--- src/rtl/dpram.sv ---
// dpram: true dual-port synchronous RAM, DEPTH x DATA_W, single clock.
//
// Ports:
//   clk        rising-edge clock
//   rst_n      asynchronous active-low reset; clears outputs and every word
//   en         global enable; 0 freezes memory and both read registers
//   wr0, wr1   per-port mode: 0 = write, 1 = read
//   add0, add1 per-port word address
//   data0_in, data1_in   per-port write data
//   data0_out, data1_out per-port registered read data (one-cycle latency)
//   collision  (only with DPRAM_COLLISION_EN) one-cycle pulse after an enabled
//              same-address access in which at least one port wrote
//
// Build option: define DPRAM_COLLISION_EN to add the collision output.
//
// Semantics on a shared address: reads return the pre-edge contents
// (read-before-write), and port 0 wins a write/write conflict.
module dpram #(
    parameter int unsigned DATA_W = 8,
    parameter int unsigned ADDR_W = 6,
    parameter int unsigned DEPTH  = 64
) (
    input  logic              clk,
    input  logic              rst_n,
    input  logic              en,
    input  logic              wr0,
    input  logic              wr1,
    input  logic [ADDR_W-1:0] add0,
    input  logic [ADDR_W-1:0] add1,
    input  logic [DATA_W-1:0] data0_in,
    input  logic [DATA_W-1:0] data1_in,
    output logic [DATA_W-1:0] data0_out,
`ifdef DPRAM_COLLISION_EN
    output logic [DATA_W-1:0] data1_out,
    output logic              collision
`else
    output logic [DATA_W-1:0] data1_out
`endif
);

    logic [DATA_W-1:0] r_mem [DEPTH];
    logic [DATA_W-1:0] r_data0;
    logic [DATA_W-1:0] r_data1;

    logic w_we0;
    logic w_we1;
    logic w_re0;
    logic w_re1;

    always_comb begin
        w_we0 = en && !wr0;
        w_we1 = en && !wr1;
        w_re0 = en && wr0;
        w_re1 = en && wr1;
    end

    // Port 1 is written first so a same-address port 0 write overrides it.
    always_ff @(posedge clk or negedge rst_n) begin
        if (!rst_n) begin
            for (int unsigned i = 0; i < DEPTH; i++) begin
                r_mem[i] <= '0;
            end
        end else begin
            if (w_we1) begin
                r_mem[add1] <= data1_in;
            end
            if (w_we0) begin
                r_mem[add0] <= data0_in;
            end
        end
    end

    // Non-blocking reads see the pre-edge array, giving read-before-write.
    always_ff @(posedge clk or negedge rst_n) begin
        if (!rst_n) begin
            r_data0 <= '0;
            r_data1 <= '0;
        end else begin
            if (w_re0) begin
                r_data0 <= r_mem[add0];
            end
            if (w_re1) begin
                r_data1 <= r_mem[add1];
            end
        end
    end

    assign data0_out = r_data0;
    assign data1_out = r_data1;

`ifdef DPRAM_COLLISION_EN
    logic r_collision;
    logic w_collision;

    always_comb begin
        w_collision = en && (add0 == add1) && (!wr0 || !wr1);
    end

    always_ff @(posedge clk or negedge rst_n) begin
        if (!rst_n) begin
            r_collision <= 1'b0;
        end else begin
            r_collision <= w_collision;
        end
    end

    assign collision = r_collision;
`endif

endmodule

--- config.mk ---
export PLATFORM = sky130hd
export DESIGN_NAME = dpram
export DESIGN_NICKNAME = d
export VERILOG_FILES = /design/src/rtl/dpram.sv
export SDC_FILE = /design/constraint.sdc
export NUM_CORES = 2
export LEC_CHECK = 0
export CORE_MARGIN = 2
export CORE_UTILIZATION = 40
export DETAILED_ROUTE_END_ITERATION = 10
export GPL_ROUTABILITY_DRIVEN = 1
export HOLD_SLACK_MARGIN = 0.05
export PLACE_DENSITY = 0.6
export SLEW_MARGIN = 20
export SYNTH_ARGS = -nofsm -noshare
export SYNTH_HDL_FRONTEND = slang
export SYNTH_SLANG_ARGS = --single-unit
--- constraint.sdc ---
create_clock -name clk -period 4.7 [get_ports clk]
set_input_delay 0.94 -clock clk [delete_from_list [all_inputs] [get_ports clk]]
set_output_delay 0.94 -clock clk [all_outputs]
set_load 0.02 [all_outputs]
==> out/results.ini <==
[status]
outcome = complete, no violations

[die]
placementRows = 106
start_util_pct = 40.2
design.die.area_um2 = 86100
die_w_um = 293
fp.dieH_um = 293
core_area_um2 = 83300
ios = 49

[finish]
area_growth_pct = 10.1
fill_cells = 7838
fin_nets = 3209
final_util_pct = 44.3
drive_gt1_share_pct = 16.9

[detailed_routing]
drt_iter0_markers = 3482
vias = 27100
wl_per_cell_um = 29.8
vias_per_cell = 6.30
drc = 0
wl_um = 128000
antenna_left = 0
first_pass_iters = 6

[clock_tree]
clock-root-buffer = clkbuf_16
hold_buffers = 0
cts_made_buffers = 59
clock-sinks = 528
cts.clk_slew.worst_paths_ns = 0.06
clk-insertion-delay-late_ns = 0.66
cts_tree = built
clockBufferDepth = 3
cts.repair.resized = 0
postCtsSetupBuffers = 0
htreeDepth = 2

[global_route]
grt_max_degree = 97
top_usage_layer = met2
grt.overflow.total = 0
met3_usage_pct = 6.29
global_route.usage.met2_pct = 44.4
grt_util_all_layers_pct = 29.6
grtUsageMet1_pct = 41.2
grt_pass1_vias = 25700
grt_antenna_before_repair = 6
grt_pass1_wl_um = 189000

[timing]
hold_violations = 0
max_slew_margin_pct = 25.4
fmax_ghz = 0.306
max_slew.worst_pin.slew_ns = 1.12
fin_ws_ns = 1.43
hold_slack_ns = 0.277
rsz0062_at_grt = no
period_share_pct = 69.5
drv_slew = 0
fin_setup_tns_ns = 0
setup_viol = 0
clock_skew_ns = 0.0407
period_minus_slack_ns = 3.27

[logic_synthesis]
yosysTopAreaCell = dfrtp_1
synth_area_um2 = 33500
synthCells = 3238
ys_ff_latch = 528
synthArstFlopShare_pct = 100
syn-num-nets = 3271
yosys_warnings = 0
synth_enable_flop_cells = 0
synth_area_per_cell_um2 = 10.3
yosysSeqAreaShare_pct = 39.5
synth-main-ff-cell = dfrtp_1
ys_types = 64
yosysTopAreaCellShare_pct = 39.5
synth_area_leaders = dfrtp_1 (39%), mux2i_1 (20%), mux4_2 (12%)

[worst_setup_path]
worst_path_max_delay_cell = clkdlybuf4s50_1
timing.rr.end = data0_out[2]
crit_path_end_kind = flop
arrival_ns = 3.81
max_stage_delay_ns = 0.90
worstSetupStartpointType = primary input
r2r_cells = 5
critical_path.cell_chain = clkdlybuf4s50_1 -> nand3b_2 -> nor2_1 -> a22oi_1 -> o2111ai_1 -> o32a_1
cp.required_ns = 5.25
critPathMaxFanout = 14
critical_path_class = in2reg
reg2reg_from = r_mem[354]
reg2reg_slack_ns = 2.40

[placed_design]
place_ws_ns = 0.907
gp_congestion = 1.04
port_buffers = 48
dp_hpwl_um = 86800

[power]
ir_worst_vdd_mv = 0.296
p_seq_share_pct = 43.9
swShare_pct = 31.8
intPower_mw = 9.32
clkPwrFrac_pct = 34.3
power_frac_comb_pct = 21.7
power_leakage_nw = 16.5
power_switching_mw = 4.34
powerDensity_nw_per_um2 = 371

[run]
drv_cap = 0

[worst_hold_path]
holdCritPathClass = in2async

## critical path: cells and delay by family
family                 cells  cell delay (ns)
buffers and inverters      1             0.90
AND/OR/NAND/NOR            2             0.71
AO/OA/AOI/OAI              3             1.26
## synth_stat cells, drive strengths merged, types with 3 or more instances
library cell,n
nand2,348
a32oi,3
nor2,372
o221ai,10
a211oi,6
a31oi,14
nor2b,6
a22o,6
nor3,13
mux4,180
mux2i,666
o32a,6
nor4,3
and3b,3
dfrtp,528
nand3,13
clkbuf,169
nand2b,3
inv,6
o22ai,52
a221oi,16
or3b,3
buf,131
o2111ai,10
or2,3
mux2,29
o21ai,270
and3,7
or3,3
a22oi,34
nand3b,4
a21oi,298
and2,8
## metal layers
metal,vias to the layer above,routed length [µm],part of all wire [%]
met4,6,6390,5.0
met5,-,35,0.027
met2,1458,56400,44
met1,13600,52500,41
met3,294,12800,10
li1,11700,-,-
## power by group through the flow
stage	combinational (mW)	sequential, mW	clock, mW
after floorplan	2.00	5.80	0
after global placement	2.87	6.02	0
after detailed placement	2.92	6.04	0
after CTS	2.92	5.97	4.72
after global routing	3.16	6.08	4.90
final	2.97	6.01	4.69
## per-stage QoR
step / power, mW / instances / area [µm²]
3_5_place_dp: 8.97 / 4195 / 34900
6_report: 13.7 / 4304 / 36900
3_3_place_gp: 8.89 / 4195 / 34900
4_1_cts: 13.6 / 4301 / 36800
5_1_grt: 14.1 / 4301 / 36900
2_1_floorplan: 7.80 / 3238 / 33500
## state kept, by name (all words and copies together) (netlist names)
signal     count
data0_out      8
data1_out      8
r_mem        512
## area by class of cell
class | instances | area [µm²] | share of cell area [%]
Clock buffer | 91 | 1790 | 4.85
Clock inverter | 15 | 121 | 0.329
Timing Repair Buffer | 177 | 1530 | 4.16
Tap cell | 1080 | 1350 | 3.67
Inverter | 6 | 25.0 | 0.0679
Multi-Input combinational cell | 2404 | 18800 | 51.1
Sequential cell | 528 | 13200 | 35.8
Antenna cell | 3 | 7.51 | 0.0204
## kinds of logic after synthesis
group / after synthesis / share of synthesized area (%)
flops: 528 / 39.5
compound gates: 737 / 12.3
buf+inv: 306 / 4.35
simple gates: 792 / 10.9
mux: 875 / 33.0
## worst max path at each step
stage | start | to | slack, ns | cells past startpoint
2_1_floorplan | add0[0] | data0_out[5] | 2.13 | 6
3_3_place_gp | add1[4] | data1_out[4] | 0.92 | 6
3_5_place_dp | add1[4] | data1_out[4] | 0.91 | 6
4_1_cts | add1[4] | data1_out[4] | 1.60 | 6
5_1_grt | add0[5] | r_mem[465] | 1.34 | 5
6_report | add1[4] | data1_out[4] | 1.43 | 6
## cell usage in the layout (no fill, tap or decap), types with 9 or more instances in the layout
cell type,count
a21oi_1,298
a221oi_1,16
a22oi_1,34
a31oi_1,14
buf_12,12
buf_2,14
buf_4,122
clkbuf_1,14
clkbuf_16,60
clkbuf_8,17
clkdlybuf4s50_1,25
clkinv_2,10
dfrtp_1,528
mux2_2,28
mux2i_1,666
mux4_2,180
nand2_1,313
nand2_2,35
nand3_1,11
nor2_1,332
nor2_2,9
nor2_4,19
nor2_8,12
nor3_1,9
o2111ai_1,10
o21ai_0,137
o21ai_1,133
o221ai_1,10
o22ai_1,52
Power figures use the tool's default switching activity.
